[config.mk]
export PLATFORM = sky130hd
export DESIGN_NAME = spi_cmd_receiver_flat
export DESIGN_NICKNAME = d
export VERILOG_FILES = /design/src/rtl/spi_cmd_receiver_if.sv /design/src/rtl/spi_cmd_receiver.sv /design/src/flat_wrapper.sv
export SDC_FILE = /design/constraint.sdc
export NUM_CORES = 1
export LEC_CHECK = 0
export BUFFER_PORTS_ARGS = -buffer_cell sky130_fd_sc_hd__buf_2
export CAP_MARGIN = 20
export CORE_MARGIN = 1
export CORE_UTILIZATION = 50
export DETAILED_ROUTE_END_ITERATION = 10
export PLACE_DENSITY_LB_ADDON = 0.3
export SLEW_MARGIN = 5
export SYNTH_ARGS = -nofsm -noshare
export SYNTH_HDL_FRONTEND = slang
export SYNTH_SLANG_ARGS = --single-unit
[constraint.sdc]
create_clock -name clk -period 2 [get_ports clk]
set_input_delay 0.1 -clock clk [delete_from_list [all_inputs] [get_ports clk]]
set_output_delay 0.1 -clock clk [all_outputs]
set_load 0.01 [all_outputs]
[src/rtl/spi_cmd_receiver_if.sv]
// ---------------------------------------------------------------------------
// spi_cmd_receiver_if
//   Bus bundle between the SPI pins and the register-write side of the PWM
//   controller.
//   master : drives spi_cs_n / spi_sck / spi_mosi, observes the command outputs
//   slave  : the receiver; samples the SPI pins, drives the command outputs
//     spi_cs_n    chip select, active low, asynchronous
//     spi_sck     SPI clock, mode 0 (idles low), asynchronous
//     spi_mosi    serial data, MSB first, sampled on sck rise
//     cmd_word    last accepted frame
//     cmd_valid   1-cycle pulse per accepted frame
//     pwm_wr      one-hot 1-cycle PWM channel write strobe
//     clk_div_wr  1-cycle clock divider write strobe
//     frame_err   1-cycle pulse per rejected frame
//     err_count   saturating count of rejected frames
// ---------------------------------------------------------------------------
interface spi_cmd_receiver_if #(
  parameter int unsigned FRAME_BITS = 16,
  parameter int unsigned NUM_PWM    = 8
);
  logic                  spi_cs_n;
  logic                  spi_sck;
  logic                  spi_mosi;
  logic [FRAME_BITS-1:0] cmd_word;
  logic                  cmd_valid;
  logic [NUM_PWM-1:0]    pwm_wr;
  logic                  clk_div_wr;
  logic                  frame_err;
  logic [7:0]            err_count;

  modport master (
    output spi_cs_n, spi_sck, spi_mosi,
    input  cmd_word, cmd_valid, pwm_wr, clk_div_wr, frame_err, err_count
  );

  modport slave (
    input  spi_cs_n, spi_sck, spi_mosi,
    output cmd_word, cmd_valid, pwm_wr, clk_div_wr, frame_err, err_count
  );
endinterface

[src/rtl/spi_cmd_receiver.sv]
// ---------------------------------------------------------------------------
// spi_cmd_receiver
//   Mode-0 SPI slave front end for the PWM controller. Frames are
//   resynchronised into the clk domain, length-checked, and the top address
//   field is decoded into one-cycle write strobes.
//   clk    : system clock, at least 4x the sck frequency
//   rst_n  : synchronous, active-low reset
//   bus    : spi_cmd_receiver_if.slave (SPI pins in, command strobes out)
// ---------------------------------------------------------------------------
module spi_cmd_receiver #(
  parameter int unsigned FRAME_BITS  = 16,
  parameter int unsigned ADDR_BITS   = 4,
  parameter int unsigned NUM_PWM     = 8,
  parameter int unsigned SYNC_STAGES = 2
) (
  input  logic                     clk,
  input  logic                     rst_n,
  spi_cmd_receiver_if.slave        bus
);

  localparam int unsigned CNT_W = $clog2(FRAME_BITS + 1);

  typedef enum logic [2:0] {
    WAIT_IDLE,
    IDLE,
    SHIFT,
    FULL,
    OVERRUN
  } state_t;

  state_t                  r_state;
  logic [SYNC_STAGES-1:0]  r_cs_sync;
  logic [SYNC_STAGES-1:0]  r_sck_sync;
  logic [SYNC_STAGES-1:0]  r_mosi_sync;
  logic                    r_cs_hist;
  logic                    r_sck_hist;
  logic [FRAME_BITS-1:0]   r_shreg;
  logic [CNT_W-1:0]        r_cnt;
  logic [FRAME_BITS-1:0]   r_cmd_word;
  logic                    r_cmd_valid;
  logic [NUM_PWM-1:0]      r_pwm_wr;
  logic                    r_clk_div_wr;
  logic                    r_frame_err;
  logic [7:0]              r_err_count;

  logic                    w_cs;
  logic                    w_mosi;
  logic                    w_sck_rise;
  logic                    w_cs_rise;
  logic                    w_cs_fall;
  logic [FRAME_BITS-1:0]   w_shreg_nx;
  logic [CNT_W-1:0]        w_cnt_nx;
  state_t                  w_state_sck;
  logic [ADDR_BITS-1:0]    w_addr;

  assign w_cs       = r_cs_sync[SYNC_STAGES-1];
  assign w_mosi     = r_mosi_sync[SYNC_STAGES-1];
  assign w_sck_rise = r_sck_sync[SYNC_STAGES-1] & ~r_sck_hist;
  assign w_cs_rise  = w_cs & ~r_cs_hist;
  assign w_cs_fall  = ~w_cs & r_cs_hist;

  // sck edge is applied first; the cs_n decision below then sees the
  // updated shift register, bit count and state.
  always_comb begin
    w_shreg_nx  = r_shreg;
    w_cnt_nx    = r_cnt;
    w_state_sck = r_state;
    if (w_sck_rise) begin
      case (r_state)
        SHIFT: begin
          w_shreg_nx = {r_shreg[FRAME_BITS-2:0], w_mosi};
          w_cnt_nx   = r_cnt + 1'b1;
          if (r_cnt == CNT_W'(FRAME_BITS - 1)) w_state_sck = FULL;
        end
        FULL:    w_state_sck = OVERRUN;
        default: ;
      endcase
    end
  end

  assign w_addr = w_shreg_nx[FRAME_BITS-1 -: ADDR_BITS];

  always_ff @(posedge clk) begin
    if (!rst_n) begin
      // cs_n is held "selected" through reset so that a frame still in
      // progress at release is waited out in WAIT_IDLE, never picked up.
      r_cs_sync    <= '0;
      r_cs_hist    <= 1'b0;
      r_sck_sync   <= '0;
      r_sck_hist   <= 1'b0;
      r_mosi_sync  <= '0;
      r_state      <= WAIT_IDLE;
      r_shreg      <= '0;
      r_cnt        <= '0;
      r_cmd_word   <= '0;
      r_cmd_valid  <= 1'b0;
      r_pwm_wr     <= '0;
      r_clk_div_wr <= 1'b0;
      r_frame_err  <= 1'b0;
      r_err_count  <= '0;
    end else begin
      r_cs_sync    <= {r_cs_sync[SYNC_STAGES-2:0], bus.spi_cs_n};
      r_sck_sync   <= {r_sck_sync[SYNC_STAGES-2:0], bus.spi_sck};
      r_mosi_sync  <= {r_mosi_sync[SYNC_STAGES-2:0], bus.spi_mosi};
      r_cs_hist    <= w_cs;
      r_sck_hist   <= r_sck_sync[SYNC_STAGES-1];

      r_cmd_valid  <= 1'b0;
      r_pwm_wr     <= '0;
      r_clk_div_wr <= 1'b0;
      r_frame_err  <= 1'b0;

      r_shreg      <= w_shreg_nx;
      r_cnt        <= w_cnt_nx;
      r_state      <= w_state_sck;

      case (w_state_sck)
        WAIT_IDLE: if (w_cs) r_state <= IDLE;
        IDLE: begin
          if (w_cs_fall) begin
            r_cnt   <= '0;
            r_state <= SHIFT;
          end
        end
        SHIFT, OVERRUN: begin
          if (w_cs_rise) begin
            r_frame_err <= 1'b1;
            if (r_err_count != '1) r_err_count <= r_err_count + 1'b1;
            r_state <= IDLE;
          end
        end
        FULL: begin
          if (w_cs_rise) begin
            r_cmd_word  <= w_shreg_nx;
            r_cmd_valid <= 1'b1;
            if (32'(w_addr) < NUM_PWM)  r_pwm_wr     <= NUM_PWM'(1) << w_addr;
            if (32'(w_addr) == NUM_PWM) r_clk_div_wr <= 1'b1;
            r_state <= IDLE;
          end
        end
        default: r_state <= WAIT_IDLE;
      endcase
    end
  end

  assign bus.cmd_word   = r_cmd_word;
  assign bus.cmd_valid  = r_cmd_valid;
  assign bus.pwm_wr     = r_pwm_wr;
  assign bus.clk_div_wr = r_clk_div_wr;
  assign bus.frame_err  = r_frame_err;
  assign bus.err_count  = r_err_count;

endmodule

[src/flat_wrapper.sv]
// flat-port wrapper written by rule: the top's interface ports become plain ports
module spi_cmd_receiver_flat 
#(
  parameter int unsigned FRAME_BITS  = 16,
  parameter int unsigned ADDR_BITS   = 4,
  parameter int unsigned NUM_PWM     = 8,
  parameter int unsigned SYNC_STAGES = 2
)
  (clk, rst_n, bus_spi_cs_n, bus_spi_sck, bus_spi_mosi, bus_cmd_word, bus_cmd_valid, bus_pwm_wr, bus_clk_div_wr, bus_frame_err, bus_err_count);
  spi_cmd_receiver_if #(.FRAME_BITS(FRAME_BITS), .NUM_PWM(NUM_PWM)) bus_i ();
  input  logic clk;
  input  logic rst_n;
  input wire logic [$bits(bus_i.spi_cs_n)-1:0] bus_spi_cs_n;
  input wire logic [$bits(bus_i.spi_sck)-1:0] bus_spi_sck;
  input wire logic [$bits(bus_i.spi_mosi)-1:0] bus_spi_mosi;
  output wire logic [$bits(bus_i.cmd_word)-1:0] bus_cmd_word;
  output wire logic [$bits(bus_i.cmd_valid)-1:0] bus_cmd_valid;
  output wire logic [$bits(bus_i.pwm_wr)-1:0] bus_pwm_wr;
  output wire logic [$bits(bus_i.clk_div_wr)-1:0] bus_clk_div_wr;
  output wire logic [$bits(bus_i.frame_err)-1:0] bus_frame_err;
  output wire logic [$bits(bus_i.err_count)-1:0] bus_err_count;
  assign bus_i.spi_cs_n = bus_spi_cs_n;
  assign bus_i.spi_sck = bus_spi_sck;
  assign bus_i.spi_mosi = bus_spi_mosi;
  assign bus_cmd_word = bus_i.cmd_word;
  assign bus_cmd_valid = bus_i.cmd_valid;
  assign bus_pwm_wr = bus_i.pwm_wr;
  assign bus_clk_div_wr = bus_i.clk_div_wr;
  assign bus_frame_err = bus_i.frame_err;
  assign bus_err_count = bus_i.err_count;
  spi_cmd_receiver #(.FRAME_BITS(FRAME_BITS), .ADDR_BITS(ADDR_BITS), .NUM_PWM(NUM_PWM), .SYNC_STAGES(SYNC_STAGES)) u_core (.clk(clk), .rst_n(rst_n), .bus(bus_i));
endmodule
Word-level counts from Yosys, hierarchy flattened
Index checks and enable logic that the tools add are counted.
Widths: inputs -> output; s select.

cells by class
  shifts and indexed selects = 1
  muxes and demuxes = 15
  equal/unequal tests = 9
  add/subtract/negate cells = 2
  bitwise operators = 6
  magnitude comparators = 1
  reduce and logical (&&, ||, !) cells = 9

operators with widths
  cell                 count
  $mux 16              2
  $mux 5               4
  $mux 3               5
  $eq 3x2->1 const B   4
  $pmux 3 s3           1
  $add 8x1->8 const B  1
  $ne 8x8->1 const B   1
  $shl 1x4->8 const A  1
  $pmux 3 s2           1
  $reduce_and 2->1     3
  $reduce_and 3->1     2
  $add 5x1->5 const B  1
  $eq 5x4->1 const B   1
  $eq 4x4->1 const B   1
  $lt 4x4->1 const B   1
  $reduce_and 4->1     1
  $and 1x1->1          3
  $eq 3x1->1 const B   1
  $eq 3x3->1 const B   1
  $logic_not 3->1      1
  $not 1->1            3
  $reduce_or 3->1      1
  $mux 1               2
  $reduce_or 2->1      1

word-level totals
  bits in registers = 67
  output and inout bits = 35

Longest topological paths before layout
Gate-level depths: netlist of the first run.

  depth in word-level cells = 7
  gate-level depth with buffers = 9

Worst setup path after synthesis of the first run
Ideal clock, no wire load.

  kind = reg-to-reg
  start = reg u_core.r_cnt[0]
  end = reg u_core.r_err_count[0] (netlist: u_core.bus.err_count[0])
  slack = 0.057 ns
  arrival time = 1.871 ns
  setup time = 0.072 ns
  stages on the path, launching flop included = 9
  clock period less this slack = 1.943 ns
  cell sequence = dfxtp_1 ha_1 and3_1 ha_1 a311oi_2 o21bai_1 buf_2 a41oi_1 mux2i_1

between the ends
  cells in the longest elaborated chain, start to end = 7
  elaborated cells between the ends (all ways) = 8
  those cells by class = eq/ne (3); mux (3); reduce/logical (2)

RTL lines
  element                                   line                     source
  start: declaration                        spi_cmd_receiver.sv:38   logic [CNT_W-1:0] r_cnt;
  start signal: assignment                  spi_cmd_receiver.sv:114  r_cnt <= w_cnt_nx;
  $eq 5x4->1 *                              spi_cmd_receiver.sv:73   if (r_cnt == CNT_W'(FRAME_BITS - 1)) w_state_sck = FULL;
  $mux 3 *                                  spi_cmd_receiver.sv:73
  $pmux 3 s2 *                              spi_cmd_receiver.sv:69   case (r_state)
  $mux 3 *                                  spi_cmd_receiver.sv:68   if (w_sck_rise) begin
  $eq 3x2->1 or $eq 3x3->1 (tied branches)  spi_cmd_receiver.sv:117  case (w_state_sck)
  $reduce_or 2->1 *                         spi_cmd_receiver.sv:117
  $reduce_and 3->1 (no line) *              n/a
  end signal: assignment                    spi_cmd_receiver.sv:128  if (r_err_count != '1) r_err_count <= r_err_count + 1'b1;
  end: declaration                          spi_cmd_receiver.sv:44   logic [7:0] r_err_count;

Mark *: on every way between the ends. The rest lies on a longest branch, timed or not.
A chain may end at the register's enable or synchronous reset.

Worst setup path in the final report of the first run
  start = reg u_core.r_cnt[1]
  end = reg u_core.r_err_count[3] (netlist: u_core.bus.err_count[3])

Same word-level chain as after synthesis.

==> key figures, run 1 <==
Pwr
  • Worst-case vdd ir drop: 0.000675 V
  • Net Sw Frac: 21.4%
  • Logic pwr share: 2.3%
  • NetSw: 0.536 mW
  • Clk pwr share: 43.8%
  • Pint: 1.97 mW
  • Power per cell area: 761 mW/mm^2
  • Pwr Total: 2.50 mW
  • Share of power burned in registers: 53.9%
  • Leakage: 1.27 nW

Timing
  • F_max: 0.507 GHz
  • Slew @ Worst Pin: 0.661 ns
  • Relative slew slack: 55.4%
  • Tmin final: 1.97 ns
  • Fin. Hold Viols: 0
  • Final setup fails: 0
  • Fin crit share: 98.6%
  • Setup TNS Final: 0 ns
  • Final max-slew violation count: 0
  • Clock skew: 0.00718 ns
  • RSZ-0062 raised after global routing: yes
  • Final Worst Setup Slack: 0.0278 ns

Floorplanning
  • Die width: 73.7 um
  • Floorplan row count: 25
  • I/O Pins: 40
  • Full die area: 0.00544 mm^2
  • Die height: 73.7 um
  • Core area: 0.00485 mm^2
  • Initial Util: 53.1%

Flow run
  • Max Cap Viol: 0

Placed design
  • Port bufs: 39
  • Placement Cell Area: 0.00289 mm^2
  • Post-place setup slack: -0.0898 ns
  • Hpwl dp: 3070 um
  • Placer Congestion: 0.879

Critical path
  • Crit-path cells: ha_4 > and3_4 > ha_4 > a311oi_4 > o21bai_4 > buf_6 > or3_1 > a21oi_2
  • Worst r2r path cells: 8
  • CP peak stage delay: 0.35 ns
  • RR Endpoint: u_core.bus.err_count[3]
  • Levels on crit path: 8
  • Crit path required time: 2.26 ns
  • Data arrival time of the critical path: 2.24 ns
  • Worst setup SP type: flip-flop
  • RR Startpoint: u_core.r_cnt[1]
  • CP max-delay cell: or3_1
  • Crit-path max FO: 6
  • CP Class: flip-flop to flip-flop
  • Critical path capture point type: flip-flop
  • Largest delay share family, worst path: compound AO/OA/AOI/OAI gates
  • Worst path buffer plus inverter count: 1
  • Crit-path most repeated cell: ha_4
  • R2R setup slack: 0.03 ns

Synth
  • Synthesized instance count: 267
  • Count leader, synth: dfxtp_1
  • Top cells by area in the synthesized netlist: dfxtp_1 (52%), nor2_1 (7.0%), mux2i_1 (6.2%), a211oi_1 (4.4%), nand2_1 (2.6%)
  • Synth unique cells: 48
  • Most frequent cells after synthesis: dfxtp_1 (67), nor2_1 (48), nand2_1 (18)
  • Area leader, netlist: dfxtp_1
  • Syn nets: 275
  • Asr flop ratio synth: 0%
  • Synth Warn #: 0
  • Post-synth EDFFs: 0
  • Seq cells post-synth: 67
  • Post-synthesis sequential area ratio: 52.1%
  • Post-Syn Area per Cell: 9.63 um^2
  • Yosys top cell area share: 52.1%
  • Synthesized area: 0.00257 mm^2
  • Top FF cell, synth: dfxtp_1

Finish
  • Post-route cell area: 0.00328 mm^2
  • Fillers: 385
  • Layout cells sized above 1: 28.4%
  • Area Growth Syn to Fin: 27.7%
  • Multi-input gate area: 0.00126 mm^2
  • Nets: 328
  • Utilization after layout: 67.7%
  • N_diodes: 0
  • Reg area: 0.00134 mm^2

Drt
  • Drt drc: 0
  • Vias: 2115
  • Routed Antenna Nets: 0
  • DR vias/cell: 5.41
  • Wire per inst: 14.1 um
  • Detailed Route WL: 5510 um
  • Initial DRC Count: 173
  • First-pass detailed-route iteration total: 4

GRT
  • Met3 Usage GRT: 5.35%
  • Met1 Use GR: 27.5%
  • Pin count of the biggest net entering global routing: 38
  • Antenna violations before repair: 0
  • GRT met2 Usage: 34.3%
  • Tot GR Track Use: 21.9%
  • GR peak layer: met2
  • Gr ovfl total: 0
  • Vias in the first global route: 1967
  • First-pass GRT wire length: 8900 um

CTS
  • Worst skew pair latency: 0.34 ns
  • CTS tree: yes
  • Clock tree buffer depth: 2
  • H-tree depth: 3
  • Clock-pin slew on the worst setup and hold paths: 0.07 ns
  • TritonCTS Sinks: 67
  • Cts bufs inserted: 9
  • CTS root buf: clkbuf_8

Worst hold path
  • Worst Hold Endpoint: u_core.bus.err_count[2]
  • Hold path depth: 2
  • Hold/Removal Path Class: input port to flip-flop
  • Hold Startpoint: rst_n

Outcome
  • Status: completed
## worst reg2reg max path, delay by kind of cell, from the launching register on
kind | cells | cell delay, ns
adder cells (fa/ha/maj) | 2 | 0.31
buffers and inverters | 1 | 0.15
AND/OR/NAND/NOR | 2 | 0.53
flip-flops | 1 | 0.34
AO/OA/AOI/OAI | 3 | 0.57
## placed cells by master (no fill, tap or decap), drive strengths merged, types with 3 or more instances in the layout
cell type,instances
o31ai,3
clkbuf,12
nor3b,5
a21oi,12
o21ai,5
nand2b,5
dlygate4sd3,3
a211oi,15
mux2i,16
or4,3
inv,5
ha,3
nor2,48
a311oi,3
buf,53
nand4,3
dfxtp,67
nand2,18
nor3,4
and2,8
and3,3
## stage by stage
step                hold slack, ns  cells
finish                       0.173    391
global route                 0.203    391
CTS                          0.152    391
detailed placement           0.310    369
global placement             0.307    369
floorplan                    0.227    267
## worst max path at each step
stage,from,end
floorplan,u_core.r_cnt[0],u_core.bus.err_count[0]
global placement,u_core.r_cnt[0],u_core.bus.err_count[1]
detailed placement,u_core.r_cnt[0],u_core.bus.err_count[1]
CTS,u_core.r_cnt[0],u_core.bus.err_count[7]
global route,u_core.r_cnt[1],u_core.bus.cmd_word[14]
finish,u_core.r_cnt[1],u_core.bus.err_count[3]
## registers in the layout, indices dropped and copies added (netlist names)
signal                 count
u_core.bus.cmd_word       16
u_core.r_shreg            16
u_core.bus.err_count       8
u_core.bus.pwm_wr          8
u_core.r_cnt               5
u_core.r_state             3
u_core.r_cs_sync           2
u_core.r_mosi_sync         2
u_core.r_sck_sync          2
u_core.bus.clk_div_wr      1
u_core.bus.cmd_valid       1
u_core.bus.frame_err       1
u_core.r_cs_hist           1
u_core.r_sck_hist          1
## power groups by stage
stage / Combinational [mW] / Clock, mW / Sequential [mW]
3_3_place_gp: 0.0474 / 0 / 1.38
3_5_place_dp: 0.0481 / 0 / 1.38
2_1_floorplan: 0.0350 / 0 / 1.38
5_1_grt: 0.0644 / 1.18 / 1.35
6_report: 0.0586 / 1.09 / 1.35
4_1_cts: 0.0544 / 1.12 / 1.35
## repair_timing
item | CTS | global route
resized for setup | 9 | 15
hold endpoints to repair | 3 | 0
hold buffers | 3 | 0
gates cloned | 2 | 1
endpoints found under the setup margin | 8 | 32
setup buffers | 2 | 0
pin swaps | 9 | 11
## metal layers
metal	wire length, um	vias to the layer above
met4	146	0
met2	2650	58
met1	2500	999
met3	217	15
li1	-	1043
met5	0	-
## logic make-up after synthesis
group | count (synthesis) | share of synthesized area [%]
buf+inv | 20 | 3.74
mux | 17 | 6.81
flops | 67 | 52.1
fa+ha+maj | 3 | 1.46
simple gates | 109 | 21.6
compound gates | 47 | 12.9
xor+xnor | 4 | 1.36
## final cells by class
class                      instances  share of cell area (%)
clock buffer                      11                    4.30
clock inverter                     4                    1.56
inverter                           5                   0.571
multi-input combinational        180                    38.4
sequential                        67                    40.9
tap                               67                    2.55
timing repair buffer              57                    11.7
Power figures use the tool's default switching activity.
==> run 2, diff against run 1 <==
ABC_AREA = 1   (was unset)
==> key figures, run 2 <==
Finish
  • Area Growth Syn to Fin: 18.4%
  • Leading cell types in the layout, fill and taps excluded: nand2_1 (89), dfxtp_1 (67), inv_1 (46), buf_2 (39), nor2_1 (38)
  • Layout Cells excl Fill: 475
  • N_diodes: 0
  • Post-route cell area: 0.00321 mm^2
  • Leading cell type in the layout, fill and taps excluded: nand2_1
  • Layout cells sized above 1: 18.3%
  • Nets: 408
  • Utilization after layout: 62.0%

Synth
  • Synth Warn #: 0
  • Top FF cell, synth: dfxtp_1
  • Syn nets: 362
  • Count leader, synth: nand2_1
  • Post-synth EDFFs: 0
  • Yosys top cell area share: 49.5%
  • Post-synthesis sequential area ratio: 49.5%
  • Seq cells post-synth: 67
  • Synth unique cells: 34
  • Area leader, netlist: dfxtp_1
  • Most frequent cells after synthesis: nand2_1 (89), dfxtp_1 (67), inv_1 (46)
  • Synthesized area: 0.00271 mm^2
  • Top cells by area in the synthesized netlist: dfxtp_1 (50%), nand2_1 (12%), inv_1 (6.4%), nor2_1 (5.3%), a21oi_1 (4.8%)
  • Asr flop ratio synth: 0%
  • Synthesized instance count: 354
  • Post-Syn Area per Cell: 7.65 um^2

GRT
  • Tot GR Track Use: 20.1%
  • Vias in the first global route: 1990
  • Antenna violations before repair: 0
  • Gr ovfl total: 0
  • First-pass GRT wire length: 8450 um
  • Pin count of the biggest net entering global routing: 35

CTS
  • Worst skew pair latency: 0.35 ns
  • TritonCTS Sinks: 67
  • H-tree depth: 3
  • CTS tree: yes
  • CTS root buf: clkbuf_8
  • Clock-pin slew on the worst setup and hold paths: 0.07 ns
  • Cts bufs inserted: 9
  • Number of setup buffers added after CTS: 0
  • Clock tree buffer depth: 2

Timing
  • Final max-slew violation count: 0
  • Fin. Hold Viols: 0
  • Fin crit share: 92.8%
  • Relative slew slack: 72.5%
  • Tmin final: 1.86 ns
  • Slew @ Worst Pin: 0.412 ns
  • Final setup fails: 0
  • Clock skew: 0.00755 ns
  • F_max: 0.539 GHz
  • RSZ-0062 raised after global routing: no
  • Setup TNS Final: 0 ns
  • Final Worst Setup Slack: 0.144 ns

Placed design
  • Post-place setup slack: 0.160 ns
  • Port bufs: 39
  • Inst Count DP: 456
  • Placement Cell Area: 0.00295 mm^2
  • Placer Congestion: 0.822
  • Hpwl dp: 3360 um

Pwr
  • NetSw: 0.551 mW
  • Pint: 2.06 mW
  • Power per cell area: 814 mW/mm^2
  • Logic pwr share: 2.0%
  • Share of power burned in registers: 51.6%
  • Clk pwr share: 46.4%
  • Net Sw Frac: 21.1%
  • Worst-case vdd ir drop: 0.000450 V
  • Leakage: 1.46 nW

Critical path
  • Crit path required time: 2.23 ns
  • Data arrival time of the critical path: 2.09 ns
  • Crit-path max FO: 9
  • Critical path capture point type: flip-flop
  • Worst setup SP type: flip-flop
  • CP Class: flip-flop to flip-flop

Outcome
  • Status: completed

Drt
  • Vias: 2266
  • Initial DRC Count: 88
  • First-pass detailed-route iteration total: 4
  • DR vias/cell: 4.77
  • Routed Antenna Nets: 0
  • Detailed Route WL: 4950 um
  • Wire per inst: 10.4 um
  • Drt drc: 0

Worst hold path
  • Hold/Removal Path Class: input port to flip-flop

Floorplanning
  • I/O Pins: 40
  • Initial Util: 52.4%
  • Die height: 75.6 um
  • Full die area: 0.00572 mm^2
  • Die width: 75.6 um
  • Floorplan row count: 26
  • Core area: 0.00517 mm^2

Flow run
  • Max Cap Viol: 0
[run 2: changes by cell type in the layout (fill, tap and decap cells not counted), moves of 8 or more]
| cell | previous run | this run |
|---|---|---|
| a211oi_1 | 15 | 0 |
| a21oi_1 | 9 | 26 |
| inv_1 | 4 | 46 |
| mux2i_1 | 16 | 0 |
| nand2_1 | 18 | 89 |
| nand3_1 | 2 | 13 |
| nor2_1 | 48 | 38 |
| nor3_1 | 1 | 9 |
[run 2: kinds of logic (layout without fill, tap and decap cells)]
kind of cell | Yosys count | count (layout) | synth area share (%)
XOR/XNOR | 6 | 6 | 1.94
buffers and inverters | 60 | 111 | 9.38
AO/OA/AOI/OAI | 51 | 51 | 10.4
flip-flops | 67 | 67 | 49.5
AND/OR/NAND/NOR | 167 | 167 | 27.3
adder cells (fa/ha/maj) | 3 | 3 | 1.39
[run 2: path summary, 6_finish.rpt]
| kind | from | endpoint | slack [ns] | cells after the start |
|---|---|---|---|---|
| min reg2reg | u_core.r_sck_sync[0] | u_core.r_sck_sync[1] | 0.41 | 2 |
| max | u_core.r_cnt[0] | u_core.bus.err_count[1] | 0.14 | 10 |
| min | rst_n | u_core.r_cs_sync[1] | 0.11 | 3 |
| max reg2reg | u_core.r_cnt[0] | u_core.bus.err_count[1] | 0.14 | 10 |
[run 2: power by group through the flow]
stage | combinational [mW] | sequential (mW) | clock [mW]
floorplan | 0.0355 | 1.38 | 0
global placement | 0.0481 | 1.38 | 0
global route | 0.0598 | 1.35 | 1.29
CTS | 0.0530 | 1.35 | 1.24
detailed placement | 0.0483 | 1.38 | 0
finish | 0.0529 | 1.35 | 1.21
[run 2: cell type report]
class,count,area [um^2]
Inverter,50,200
Fill cell,447,1960
Clock buffer,10,128
Sequential cell,67,1340
Timing Repair Buffer,45,248
Clock inverter,6,90.1
Tap cell,70,87.6
Multi-Input combinational cell,227,1110
[run 2: what timing repair did]
action	CTS	global route
hold endpoints to repair	3	0
resized for setup	0	3
endpoints found under the setup margin	0	8
hold buffers	3	0
[run 2: metal layers]
layer	vias up	part of all wire, %	GRT usage (%)
met4	0	2.1	11.7
li1	1201	-	-
met1	1011	48	24.1
met2	46	46	32.4
met5	-	0	0
met3	8	4.1	5.29
[run 2: critical path, cell delays in order (launching register included)]
cell     delay (ns)
dfxtp_1        0.33
ha_1           0.21
inv_1          0.07
nor2_1         0.05
ha_1           0.20
nand3_1        0.09
nand2_1        0.05
nand2_1        0.05
nand4_1        0.32
o21ai_0        0.31
nor2_1         0.07
[run 2: per-stage QoR]
stage	hold slack [ns]	power, mW
after floorplan	0.198	1.41
after global placement	0.281	1.42
after detailed placement	0.283	1.43
after CTS	0.110	2.64
after global routing	0.123	2.70
final	0.115	2.61
==> run 3, diff against run 2 <==
CORE_UTILIZATION = 40   (was 50)
==> key figures, run 3 (synthesized netlist as in run 2, its figures left out) <==
Outcome
  • Status: finished with violations
  • Failing checks: design-rule violations

Drt
  • Drt drc: 6
  • Vias: 2280
  • Routed Antenna Nets: 0
  • DR vias/cell: 4.66
  • Initial DRC Count: 105
  • First-pass detailed-route iteration total: 9
  • Detailed Route WL: 5270 um
  • Wire per inst: 10.8 um

Timing
  • Final setup fails: 0
  • Clock skew: 0.00949 ns
  • F_max: 0.553 GHz
  • Relative slew slack: 72.0%
  • Slew @ Worst Pin: 0.420 ns
  • Hold_ws: 0.131 ns
  • Final max-slew violation count: 0
  • Fin. Hold Viols: 0
  • Tmin final: 1.81 ns
  • Fin crit share: 90.3%

Placed design
  • Hpwl dp: 3610 um
  • Port bufs: 39
  • Placement Cell Area: 0.00297 mm^2
  • Placer Congestion: 0.877

CTS
  • CTS tree: yes
  • TritonCTS Sinks: 67
  • Worst skew pair latency: 0.35 ns
  • Clock tree buffer depth: 2
  • CTS root buf: clkbuf_8
  • H-tree depth: 3
  • Clock-pin slew on the worst setup and hold paths: 0.07 ns
  • Cts bufs inserted: 9

Finish
  • Nets: 416
  • Leading cell types in the layout, fill and taps excluded: nand2_1 (89), dfxtp_1 (67), inv_1 (46), buf_2 (39), nor2_1 (38)
  • Leading cell type in the layout, fill and taps excluded: nand2_1
  • Layout cells sized above 1: 20.1%
  • Fillers: 657
  • Area Growth Syn to Fin: 20.0%
  • N_diodes: 0
  • Post-route cell area: 0.00325 mm^2

Critical path
  • Crit path required time: 2.27 ns
  • Crit-path cells: ha_1 > inv_1 > nor2_1 > ha_1 > nand3_2 > nand2_2 > nand3_4 > clkinv_8 > nand2_1 > nor3_1
  • Worst setup SP type: flip-flop
  • R2R setup slack: 0.19 ns
  • CP Class: flip-flop to flip-flop
  • Largest delay share family, worst path: simple AND/OR/NAND/NOR gates
  • Critical path capture point type: flip-flop
  • CP peak stage delay: 0.37 ns
  • Worst path buffer plus inverter count: 2
  • Crit-path most repeated cell: ha_1
  • Data arrival time of the critical path: 2.08 ns
  • CP max-delay cell: dfxtp_1
  • Crit-path max FO: 17

Floorplanning
  • Die height: 84.3 um
  • I/O Pins: 40
  • Die width: 84.3 um
  • Initial Util: 41.9%
  • Floorplan row count: 29
  • Core area: 0.00646 mm^2
  • Full die area: 0.00710 mm^2

Pwr
  • Worst-case vdd ir drop: 0.000363 V
  • Power per cell area: 756 mW/mm^2
  • Leakage: 1.48 nW

GRT
  • Vias in the first global route: 2045
  • Gr ovfl total: 0
  • First-pass GRT wire length: 8980 um
  • Tot GR Track Use: 16.3%
  • Pin count of the biggest net entering global routing: 22
  • Antenna violations before repair: 0

Flow run
  • Max Cap Viol: 0

Worst hold path
  • Hold/Removal Path Class: input port to flip-flop
run 3: cell count changes in the layout (fill, tap and decap cells not counted):
cell / previous run / this run
buf_4: 3 / 11
clkinv_4: 2 / 0
nor3_1: 9 / 7
nor3_2: 0 / 2
bufinv_16: 2 / 1
clkinv_2: 1 / 2
clkinvlp_4: 1 / 2
run 3: report_power, final:
part           internal (mW)  total, mW  leakage [nW]  switching [mW]
Clock                  0.564       1.06        0.0881           0.493
Combinational         0.0177     0.0554         0.852          0.0378
Sequential              1.34       1.35         0.541         0.00549
run 3: timing repair:
action | in CTS | in global routing
endpoints found under the hold margin | 3 | 0
gates resized for setup | 0 | 5
hold buffers | 3 | 0
setup endpoints to repair | 0 | 10
buffers inserted | 0 | 7
run 3: cell type report:
type	instances	area [um^2]	share of cell area [%]
Multi-Input combinational cell	227	1120	34.6
Inverter	50	200	6.16
Tap cell	77	96.3	2.96
Clock buffer	10	128	3.92
Clock inverter	5	55.1	1.69
Timing Repair Buffer	53	308	9.47
Sequential cell	67	1340	41.2
run 3: metrics by stage:
stage | setup TNS [ns] | utilization, % | std cells | total power [mW] | setup WS (ns)
after CTS | 0 | 49.2 | 482 | 2.49 | 0.0668
after global placement | 0 | 45.9 | 464 | 1.43 | 0.232
final | 0 | 50.3 | 489 | 2.46 | 0.193
after detailed placement | 0 | 45.9 | 464 | 1.43 | 0.0816
after global routing | -0.00196 | 50.3 | 489 | 2.57 | -0.00149
after floorplan | 0 | - | 354 | 1.41 | 0.443
run 3: worst paths after layout:
path | from | endpoint | depth (start not counted)
worst max-delay path | u_core.r_cnt[0] | u_core.bus.pwm_wr[1] | 10
worst min-delay path | rst_n | u_core.r_cs_sync[0] | 3
worst max register to register | u_core.r_cnt[0] | u_core.bus.pwm_wr[1] | 10
worst min register to register | u_core.r_cs_sync[0] | u_core.r_cs_sync[1] | 2
run 3: tightest hold or removal path: stages:
cell	delay, ns
buf_2	0.21
nand2_1	0.09
inv_1	0.03
run 3: metal layers:
layer | track usage, % | routed length (um) | vias up
met3 | 5.51 | 214 | 7
met2 | 25.4 | 2490 | 36
li1 | - | - | 1215
met4 | 8.46 | 87 | 0
met5 | 0 | 0 | -
met1 | 19.9 | 2480 | 1022
